`config.mk`:
```
export PLATFORM = sky130hd
export DESIGN_NAME = dmux_burst_scheduler
export DESIGN_NICKNAME = d
export VERILOG_FILES = /design/src/rtl/dmux_burst_scheduler_pkg.sv /design/src/rtl/dmux_burst_scheduler_rr_arbiter.sv /design/src/rtl/dmux_burst_scheduler.sv
export SDC_FILE = /design/constraint.sdc
export NUM_CORES = 1
export LEC_CHECK = 0
export CAP_MARGIN = 15
export CORE_MARGIN = 2
export CORE_UTILIZATION = 40
export CTS_BUF_LIST = sky130_fd_sc_hd__clkbuf_8 sky130_fd_sc_hd__clkbuf_16
export DETAILED_ROUTE_END_ITERATION = 12
export DONT_BUFFER_PORTS = 1
export SLEW_MARGIN = 25
export SYNTH_ARGS = -nofsm -noshare
export SYNTH_HDL_FRONTEND = slang
export SYNTH_SLANG_ARGS = --single-unit
```
`constraint.sdc`:
```
create_clock -name clk -period 4.7 [get_ports clk]
set_input_delay 0.94 -clock clk [delete_from_list [all_inputs] [get_ports clk]]
set_output_delay 0.94 -clock clk [all_outputs]
set_load 0.02 [all_outputs]
```
`src/rtl/dmux_burst_scheduler_pkg.sv`:
```
`default_nettype none
// ============================================================================
// Package     : dmux_pkg
// Description : Shared constants, FSM state type and round-robin pick helper
//               for the 1-to-4 demux burst scheduler.
// Revision    : 1.0 - initial release
// ============================================================================
package dmux_pkg;

    localparam int NUM_CH = 4;
    localparam int SEL_W  = 2;

    typedef enum logic [1:0] {
        IDLE  = 2'd0,
        ARB   = 2'd1,
        XFER  = 2'd2,
        DRAIN = 2'd3
    } state_t;

    // Returns {hit, idx}. idx is the first ready channel at or after ptr,
    // wrapping modulo NUM_CH.
    function automatic logic [SEL_W:0] rr_pick(input logic [NUM_CH-1:0] ready,
                                               input logic [SEL_W-1:0]  ptr);
        logic [SEL_W:0]   w_res;
        logic [SEL_W-1:0] w_idx;
        w_res = '0;
        // Walk from the farthest offset down so the nearest ready channel wins.
        for (int i = NUM_CH - 1; i >= 0; i--) begin
            w_idx = ptr + SEL_W'(i);
            if (ready[w_idx]) begin
                w_res = {1'b1, w_idx};
            end
        end
        return w_res;
    endfunction

endpackage
`default_nettype wire

```
`src/rtl/dmux_burst_scheduler_rr_arbiter.sv`:
```
`default_nettype none
// ============================================================================
// Module      : dmux_rr_arbiter
// Description : Combinational round-robin channel picker. Thin wrapper around
//               rr_pick so the priority scan can be exercised on its own.
// Revision    : 1.0 - initial release
// ============================================================================
module dmux_rr_arbiter
    import dmux_pkg::*;
(
    input  logic [NUM_CH-1:0] ready,
    input  logic [SEL_W-1:0]  ptr,
    output logic              hit,
    output logic [SEL_W-1:0]  idx
);

    assign {hit, idx} = rr_pick(ready, ptr);

endmodule
`default_nettype wire

```
`src/rtl/dmux_burst_scheduler.sv`:
```
`default_nettype none
// ============================================================================
// Module      : dmux_burst_scheduler
// Description : Round-robin burst scheduler for a 1-to-4 demux. Grants one
//               consumer lane at a time for BURST_LEN beats and passes the
//               producer stream through a one-entry registered output stage.
// Revision    : 1.0 - initial release
// ============================================================================
module dmux_burst_scheduler
    import dmux_pkg::*;
#(
    parameter int DATA_W    = 8,
    parameter int BURST_LEN = 4
)
(
    input  logic              clk,
    input  logic              rst_n,
    input  logic              en,
    input  logic              in_valid,
    input  logic [DATA_W-1:0] in_data,
    output logic              in_ready,
    input  logic [NUM_CH-1:0] out_ready,
    output logic [NUM_CH-1:0] out_valid,
    output logic [DATA_W-1:0] out_data,
    output logic [SEL_W-1:0]  sel,
    output logic              burst_done
);

    localparam int               CNT_W  = $clog2(BURST_LEN + 1);
    localparam logic [CNT_W-1:0] c_last = CNT_W'(BURST_LEN - 1);

    state_t              r_state;
    logic [SEL_W-1:0]    r_sel;
    logic [SEL_W-1:0]    r_ptr;
    logic [CNT_W-1:0]    r_cnt;
    logic [NUM_CH-1:0]   r_out_valid;
    logic [DATA_W-1:0]   r_out_data;
    logic                r_burst_done;

    logic                w_hit;
    logic [SEL_W-1:0]    w_idx;
    logic                w_sel_valid;
    logic                w_sel_ready;
    logic                w_in_ready;
    logic                w_in_hs;
    logic                w_out_hs;
    logic [NUM_CH-1:0]   w_sel_onehot;

    dmux_rr_arbiter u_arb (
        .ready (out_ready),
        .ptr   (r_ptr),
        .hit   (w_hit),
        .idx   (w_idx)
    );

    assign w_sel_valid  = r_out_valid[r_sel];
    assign w_sel_ready  = out_ready[r_sel];
    assign w_sel_onehot = NUM_CH'(1) << r_sel;
    // The output slot can take a new beat when empty or when it drains this cycle.
    assign w_in_ready   = (r_state == XFER) && (!w_sel_valid || w_sel_ready);
    assign w_in_hs      = in_valid && w_in_ready;
    assign w_out_hs     = w_sel_valid && w_sel_ready;

    // Scheduler FSM, beat counter and registered output stage.
    always_ff @(posedge clk or negedge rst_n) begin
        if (!rst_n) begin
            r_state      <= IDLE;
            r_sel        <= '0;
            r_ptr        <= '0;
            r_cnt        <= '0;
            r_out_valid  <= '0;
            r_out_data   <= '0;
            r_burst_done <= 1'b0;
        end else begin
            r_burst_done <= 1'b0;
            case (r_state)
                IDLE: begin
                    if (en) begin
                        r_state <= ARB;
                    end
                end
                ARB: begin
                    if (w_hit) begin
                        r_sel   <= w_idx;
                        r_cnt   <= '0;
                        r_state <= XFER;
                    end
                end
                XFER: begin
                    if (w_in_hs) begin
                        // New beat overwrites the slot; valid stays set on a pass-through.
                        r_out_data  <= in_data;
                        r_out_valid <= w_sel_onehot;
                        r_cnt       <= r_cnt + 1'b1;
                        if (r_cnt == c_last) begin
                            r_state <= DRAIN;
                        end
                    end else if (w_out_hs) begin
                        r_out_valid <= '0;
                    end
                end
                DRAIN: begin
                    if (!w_sel_valid || w_sel_ready) begin
                        r_out_valid  <= '0;
                        r_burst_done <= 1'b1;
                        r_ptr        <= r_sel + 1'b1;
                        r_state      <= en ? ARB : IDLE;
                    end
                end
                default: begin
                    r_state <= IDLE;
                end
            endcase
        end
    end

    assign in_ready   = w_in_ready;
    assign out_valid  = r_out_valid;
    assign out_data   = r_out_data;
    assign sel        = r_sel;
    assign burst_done = r_burst_done;

endmodule
`default_nettype wire

```
### Yosys cells after proc, flatten, opt, wreduce, memory -nomap -nowiden

Index checks and enable logic that the tools add are counted.
W data, S select, Z words.

| storage, ports and cells | value |
|---|---|
| output and inout port bits | 16 |
| logic and storage cells | 74 |
| input bits | 16 |
| flip-flop bits (word level) | 22 |

| cells by class | value |
|---|---|
| equal/unequal tests | 10 |
| multiplexer cells | 32 |
| reductions and logical operators | 14 |
| magnitude comparators | 5 |
| $add $sub $neg | 5 |
| shift operators | 1 |

Operators by type and width:

| kind | count |
|---|---|
| $mux W3 | 6 |
| $lt A2 B3 Y1 const B | 5 |
| $bmux W1 S2 | 6 |
| $mux W4 | 3 |
| $mux W2 | 5 |
| $mux W1 | 9 |
| $pmux W2 S4 | 1 |
| $pmux W4 S2 | 1 |
| $ne A2 B2 Y1 const B | 3 |
| $pmux W3 S2 | 1 |
| $reduce_and A2 Y1 | 3 |
| $reduce_and A3 Y1 | 2 |
| $reduce_and A5 Y1 | 1 |
| $add A2 B1 Y2 const B | 2 |
| $add A2 B2 Y2 const B | 2 |
| $eq A2 B2 Y1 const B | 2 |
| $ne A2 B1 Y1 const B | 2 |
| $reduce_bool A2 Y1 | 2 |
| $shl A1 B2 Y4 const A | 1 |
| $add A3 B1 Y3 const B | 1 |
| $eq A3 B2 Y1 const B | 1 |
| $logic_and A1 B1 Y1 | 3 |
| $ne A3 B3 Y1 const B | 1 |
| $eq A2 B1 Y1 const B | 1 |
| 3 further kinds | 3 |

### Logic depth before layout (Yosys ltp)

Gate-level depths: netlist of the first run.

| depth | value |
|---|---|
| depth after elaboration | 9 |
| gate-level depth with buffers | 7 |
| mapped depth without buffers | 7 |

### Hierarchy

A second synthesis of the first run with hierarchy kept.

| unflattened totals | value |
|---|---|
| cells, all modules | 117 |
| area, all modules | 1315.0 um^2 |

By module, submodules not included:

| module | cells each | area an instance (um^2) | instances | sequential area each (um^2) |
|---|---|---|---|---|
| dmux_burst_scheduler | 102 | 1233.7 | 1 | 550.5 |
| dmux_rr_arbiter | 15 | 81.3 | 1 | 0.0 |

### Worst setup path before layout of the first run

No wires, ideal clock.

| timing | value |
|---|---|
| path kind | in2out |
| from | input port out_ready[3] |
| to | output port in_ready |
| buffers on the path | 0 |
| setup slack | 1.989 ns |
| arrival | 1.771 ns |
| cell stages on the path | 3 |
| required time | 3.760 ns |
| cells stage by stage | mux4_2 -> nand2b_4 -> and2_1 |

| on the way | value |
|---|---|
| word-level cells in the longest chain between the ends | 4 |

RTL lines:

| element | line | RTL |
|---|---|---|
| start: declaration | dmux_burst_scheduler.sv:22 | `input logic [NUM_CH-1:0] out_ready,` |
| $bmux W1 S2 | dmux_burst_scheduler.sv:57 | `assign w_sel_ready = out_ready[r_sel];` |
| $mux W1 (not written as such) | dmux_burst_scheduler.sv:57 |  |
| $logic_or A1 B1 Y1 | dmux_burst_scheduler.sv:60 | `assign w_in_ready = (r_state == XFER) && (!w_sel_valid \|\| w_sel_ready);` |
| $logic_and A1 B1 Y1 | dmux_burst_scheduler.sv:60 |  |
| end: declaration | dmux_burst_scheduler.sv:21 | `output logic in_ready,` |

Every way passes these cells. The select of a mux whose other input is x is not followed.

### Worst setup path in the final report of the first run

| timing | value |
|---|---|
| from | register r_sel[0] (netlist: sel[0]) |
| to | output port in_ready |

| on the way | value |
|---|---|
| word-level cells in the longest chain between the ends | 5 |
| elaborated cells between the ends (all ways) | 7 |
| classes of those cells | mux: 4; reduce/logical: 3 |

RTL lines:

| element | line | RTL |
|---|---|---|
| start: declaration | dmux_burst_scheduler.sv:33 | `logic [SEL_W-1:0] r_sel;` |
| start signal: assignment | dmux_burst_scheduler.sv:84 | `r_sel <= w_idx;` |
| $bmux W1 S2 | dmux_burst_scheduler.sv:56 | `assign w_sel_valid = r_out_valid[r_sel];` |
| $mux W1 (not written as such) | dmux_burst_scheduler.sv:56 |  |
| $logic_not A1 Y1 | dmux_burst_scheduler.sv:60 |  |
| $logic_or A1 B1 Y1 * | dmux_burst_scheduler.sv:60 |  |
| $logic_and A1 B1 Y1 * | dmux_burst_scheduler.sv:60 |  |

Mark *: on every way between the ends. The rest lies on a longest branch, timed or not. The select of a mux whose other input is x is not followed.

==> impl_metrics.json, run 1 <==
{
  "grt_pass1_wl_um": 4091,
  "syn_to_final_growth_pct": 7.266,
  "synthTopCellsByCount": "dfrtp_1 (22), ha_1 (10), inv_1 (9), mux2_4 (9)",
  "async_flop_share_pct": 100.0,
  "first_global_vias": 863,
  "synth-seq-cells": 22,
  "min_period_ns": 2.969,
  "ir_worst_vdd_mv": 0.3157,
  "wl_met1_um": 1019,
  "wl_met3_um": 168,
  "yosys.area.top_type": "dfrtp_1",
  "cp_slowest_stage_delay_ns": 0.75,
  "syn-num-nets": 130,
  "drt_iter0_drc": 55,
  "slew_violations": 0,
  "die_area_um2": 3745,
  "drive_gt1_share_pct": 19.81,
  "post-cts-setup-buffers": 0,
  "place.gp.congestion": 0.8668,
  "seq_area_frac_synth_pct": 42.07,
  "drc_errors": 0,
  "cp.required_ns": 3.76,
  "fmax_mhz": 336.8,
  "drt_first_pass_iters": 5,
  "synth_flop_cell": "dfrtp_1",
  "hold_slack_ns": 0.3629,
  "worstSetupStartpointType": "register",
  "cts_tree": "done",
  "rows": 20,
  "n_antenna_cell": 0,
  "ios": 32,
  "vias_per_cell": 5.373,
  "cts_buffer_depth": 2,
  "cts_hold_buf": 0,
  "hold_viol": 0,
  "clk_pin_slew_ns": 0.08,
  "synthCells": 104,
  "slew_headroom_pct": 58.11,
  "path_cells": "mux4_2, nand2b_4, and2_1",
  "die_w_um": 61.20,
  "min_path_type": "in2async",
  "wirelength_um": 2385,
  "dr_wl_met2_um": 1179,
  "cts_sinks": 22,
  "cp_top_family": "flip-flops",
  "p_leak_nw": 0.6639,
  "die_h_um": 61.20,
  "clkLatencyLatePin_ns": 0.26,
  "cp-end-kind": "output pin",
  "synth.top_cell.area_share_pct": 42.07,
  "utilization_pct": 45.61,
  "worst_slew_pin_slew_ns": 0.6284,
  "dp_hpwl_um": 1802,
  "layout.nets": 133,
  "cts_htree_levels": 1,
  "path_buf_inv": 0,
  "grt_max_degree": 23,
  "yosys-top-cells-area": "dfrtp_1 (42%), mux2_4 (10%), ha_1 (9.6%)",
  "dpl_cell_area_um2": 1333,
  "arrival_ns": 2.03,
  "core_um2": 3078,
  "power.total_uw": 994.4,
  "fin_area_um2": 1404,
  "crit_fanout": 12,
  "overflow": 0,
  "critical_path_class": "reg2out",
  "finalSetupTns_ns": 0,
  "start_util_pct": 42.52,
  "cts_resized": 0,
  "synth_edf_count": 0,
  "synth_area_per_cell_um2": 12.58,
  "ys.warnings.count": 0,
  "setup_viol": 0,
  "port_buffers": 0,
  "rsz0062_at_grt": "no",
  "vias": 806,
  "status": "finished clean",
  "topRoutingLayerUsed": "met4",
  "cts_buffers": 3,
  "clk_root_buffer_cell": "clkbuf_8",
  "maxCapViolations": 0,
  "skew_ns": 0.003439,
  "antenna_found_initial": 0,
  "fin_crit_sh_pct": 63.17,
  "synthDistinctLibCells": 33,
  "ant_nets": 0,
  "yosysMostFrequentCell": "dfrtp_1",
  "detail_route.wl_per_cell_um": 15.90,
  "syn-cell-area_um2": 1309,
  "p_per_area_nw_per_um2": 708.4,
  "slowest_stage": "dfrtp_1",
  "grt_usage_pct": 14.83
}
-- metal layers --
layer,GRT usage [%],vias up
met5,0,-
met4,2.795,0
met3,5.252,2
met2,26.90,29
met1,16.84,395
li1,-,380
-- power by group --
group	total, mW	internal [mW]	switching (mW)	leakage (nW)
Clock	0.176	0.114	0.0625	0.0357
Combinational	0.382	0.208	0.174	0.353
Sequential	0.436	0.271	0.165	0.275
-- through the flow --
stage / std cells / setup slack [ns]
after global routing: 150 / 1.656
after global placement: 146 / 1.952
after detailed placement: 146 / 1.950
final: 150 / 1.731
after floorplan: 104 / 1.989
after CTS: 150 / 1.709
-- path summary, 6_finish.rpt --
check	from	endpoint	slack, ns	depth (start not counted)
worst max-delay path	sel[0]$_DFFE_PN0P_	in_ready	1.73	3
worst min-delay path	rst_n	out_data[0]$_DFFE_PN0P_	0.36	0
worst max register to register	sel[0]$_DFFE_PN0P_	r_cnt[0]$_DFFE_PN0P_	2.31	5
worst min register to register	r_cnt[2]$_DFFE_PN0P_	r_cnt[2]$_DFFE_PN0P_	0.51	1
max in group asynchronous	rst_n	r_state[1]$_DFFE_PN0P_	4.26	0
min in group clk	r_cnt[2]$_DFFE_PN0P_	r_cnt[2]$_DFFE_PN0P_	0.51	1
-- layout by cell type, fill, tap and decap left out, drive strengths merged --
cell      n
nand2b    4
ha       10
nor4      1
nor2b     1
o32ai     1
o211ai    1
nand2     7
clkbuf    3
a221o     1
dfrtp    22
inv       9
a222oi    1
bufinv    1
a22o      7
nor3b     1
a21oi     3
nand3     2
nor2      3
nand4     2
a211oi    2
o21ai     4
a2bb2oi   1
mux2i     3
mux4      2
mux2     13
and2      1
-- final cells by class --
class	count	area, um2
multi-input combinational	71	693.2
tap	44	55.05
sequential	22	550.5
clock inverter	1	30.03
fill	295	1674
clock buffer	3	41.29
inverter	9	33.78
-- state kept, by name, indices dropped and copies added, names as in the netlist --
name	count
out_data	8
out_valid	4
r_cnt	3
r_ptr	2
r_state	2
sel	2
burst_done	1
-- cells by family (layout without fill, tap and decap cells) --
group / count (synthesis) / after routing / synth area share [%]
fa+ha+maj: 10 / 10 / 9.560
mux: 18 / 18 / 19.50
compound gates: 21 / 21 / 12.81
flops: 22 / 22 / 42.07
simple gates: 22 / 22 / 11.09
buf+inv: 11 / 13 / 4.971
Note: power is estimated with default switching activity, not from simulation.
==> run 2: changes to the inputs <==
==> constraint.sdc (replaced) <==
create_clock -name clk -period 2.45 [get_ports clk]
set_input_delay 0.49 -clock clk [delete_from_list [all_inputs] [get_ports clk]]
set_output_delay 0.49 -clock clk [all_outputs]
set_load 0.02 [all_outputs]
==> impl_metrics.json, run 2 (synthesis results as in run 1) <==
{
  "detail_route.wl_per_cell_um": 15.85,
  "grt_pass1_wl_um": 3864,
  "rows": 20,
  "p_leak_nw": 0.6813,
  "ant_nets": 0,
  "core_um2": 3078,
  "slew_headroom_pct": 67.07,
  "worst_slew_pin_slew_ns": 0.4940,
  "cts_buffer_depth": 2,
  "grt_max_degree": 23,
  "port_buffers": 0,
  "fmax_mhz": 440.4,
  "switchingPower_uw": 782.4,
  "layout.nets": 137,
  "worstSetupStartpointType": "register",
  "cts_tree": "done",
  "status": "finished clean",
  "die_h_um": 61.20,
  "rsz0062_at_grt": "no",
  "post-cts-setup-buffers": 0,
  "p_per_area_nw_per_um2": 1352,
  "cts_htree_levels": 1,
  "cts_sinks": 22,
  "overflow": 0,
  "p_seq_share_pct": 42.3,
  "place.gp.congestion": 0.8262,
  "swShare_pct": 40.38,
  "wirelength_um": 2441,
  "dp_hpwl_um": 1833,
  "arrival_ns": 1.78,
  "p_clk_share_pct": 17.5,
  "antenna_found_initial": 0,
  "min_period_ns": 2.271,
  "path_cells": "mux4_2, nand2b_4, and2_1",
  "drc_errors": 0,
  "final.setup.worst_slack_ns": 0.1793,
  "p_int_mw": 1.155,
  "min_path_type": "in2async",
  "final_cell_mix": "dfrtp_1 (21), ha_1 (10), inv_1 (9), mux2_4 (9)",
  "cts_buffers": 3,
  "final_common_cell": "dfrtp_1",
  "fin_cells": 154,
  "ios": 32,
  "critical_path_class": "reg2out",
  "cp.required_ns": 1.96,
  "drive_gt1_share_pct": 23.64,
  "maxCapViolations": 0,
  "hold_viol": 0,
  "largest_reg_flops": 8,
  "cp_slowest_stage_delay_ns": 0.60,
  "die_w_um": 61.20,
  "die_area_um2": 3745,
  "clk_root_buffer_cell": "clkbuf_8",
  "clk_pin_slew_ns": 0.08,
  "setup_viol": 0,
  "cp-end-kind": "output pin",
  "place_worst_setup_slack_ns": 0.2845,
  "vias": 822,
  "first_global_vias": 831,
  "placedCellCount": 149,
  "start_util_pct": 42.52,
  "crit_fanout": 8,
  "slew_violations": 0,
  "syn_to_final_growth_pct": 9.464,
  "utilization_pct": 46.54,
  "finalSetupTns_ns": 0,
  "grt_usage_pct": 14.67,
  "vias_per_cell": 5.338,
  "ir_worst_vdd_mv": 0.4542,
  "skew_ns": 0.002459,
  "fin_crit_sh_pct": 92.68,
  "clkLatencyLatePin_ns": 0.26,
  "slowest_stage": "mux4_2",
  "drt_iter0_drc": 36,
  "n_antenna_cell": 0,
  "combPwrFrac_pct": 40.2,
  "drt_first_pass_iters": 4
}
-- run 2: what timing repair did --
| item | 4_1_cts | 5_1_grt |
|---|---|---|
| endpoints found under the setup margin | 0 | 1 |
| endpoints found under the hold margin | 22 | 0 |
| hold buffers | 1 | 0 |
| gates resized for setup | 0 | 1 |
-- run 2: stage by stage --
step | hold WS, ns | power, mW | area (um2)
floorplan | 0.1944 | 1.461 | 1309
global placement | 0.1951 | 1.565 | 1355
detailed placement | 0.1952 | 1.601 | 1355
CTS | 0.3610 | 1.959 | 1436
global route | 0.2068 | 2.082 | 1433
finish | 0.1791 | 1.938 | 1433
-- run 2: power by group through the flow --
| stage | Combinational (mW) | Sequential [mW] | Clock [mW] |
|---|---|---|---|
| 2_1_floorplan | 0.687 | 0.774 | 0 |
| 3_3_place_gp | 0.744 | 0.821 | 0 |
| 3_5_place_dp | 0.776 | 0.825 | 0 |
| 4_1_cts | 0.790 | 0.820 | 0.349 |
| 5_1_grt | 0.856 | 0.851 | 0.375 |
| 6_report | 0.778 | 0.820 | 0.339 |
-- run 2: layout make-up --
class	count	area, um2
Inverter	9	33.78
Fill cell	278	1645
Clock inverter	1	30.03
Tap cell	44	55.05
Clock buffer	3	41.29
Sequential cell	22	551.8
Multi-Input combinational cell	71	693.2
Timing Repair Buffer	4	27.53
-- run 2: routing by layer --
layer / vias to the layer above / share of wire [%] / global-route usage (%)
li1: 391 / - / -
met4: 0 / 1.8 / 8.385
met5: - / 0 / 0
met3: 4 / 7.3 / 4.622
met2: 30 / 47 / 23.71
met1: 397 / 43 / 17.17
-- run 2: worst paths after layout --
kind                                 startpoint                 endpoint  slack [ns]  cells past startpoint
max                          sel[0]$_DFFE_PN0P_                 in_ready        0.18                      3
min                                       rst_n  out_data[0]$_DFFE_PN0P_        0.18                      1
max reg2reg                  sel[0]$_DFFE_PN0P_   r_state[1]$_DFFE_PN0P_        0.42                      5
min reg2reg                r_cnt[1]$_DFFE_PN0P_     r_cnt[1]$_DFFE_PN0P_        0.52                      1
max in group asynchronous                 rst_n       sel[0]$_DFFE_PN0P_        1.91                      1
min in group clk                     in_data[5]  out_data[5]$_DFFE_PN0P_        0.37                      1
-- run 2: critical path, delay by kind of cell, from the launching register on --
| family | cells | cell delay [ns] |
|---|---|---|
| mux | 1 | 0.60 |
| simple gates | 2 | 0.39 |
| flops | 1 | 0.53 |
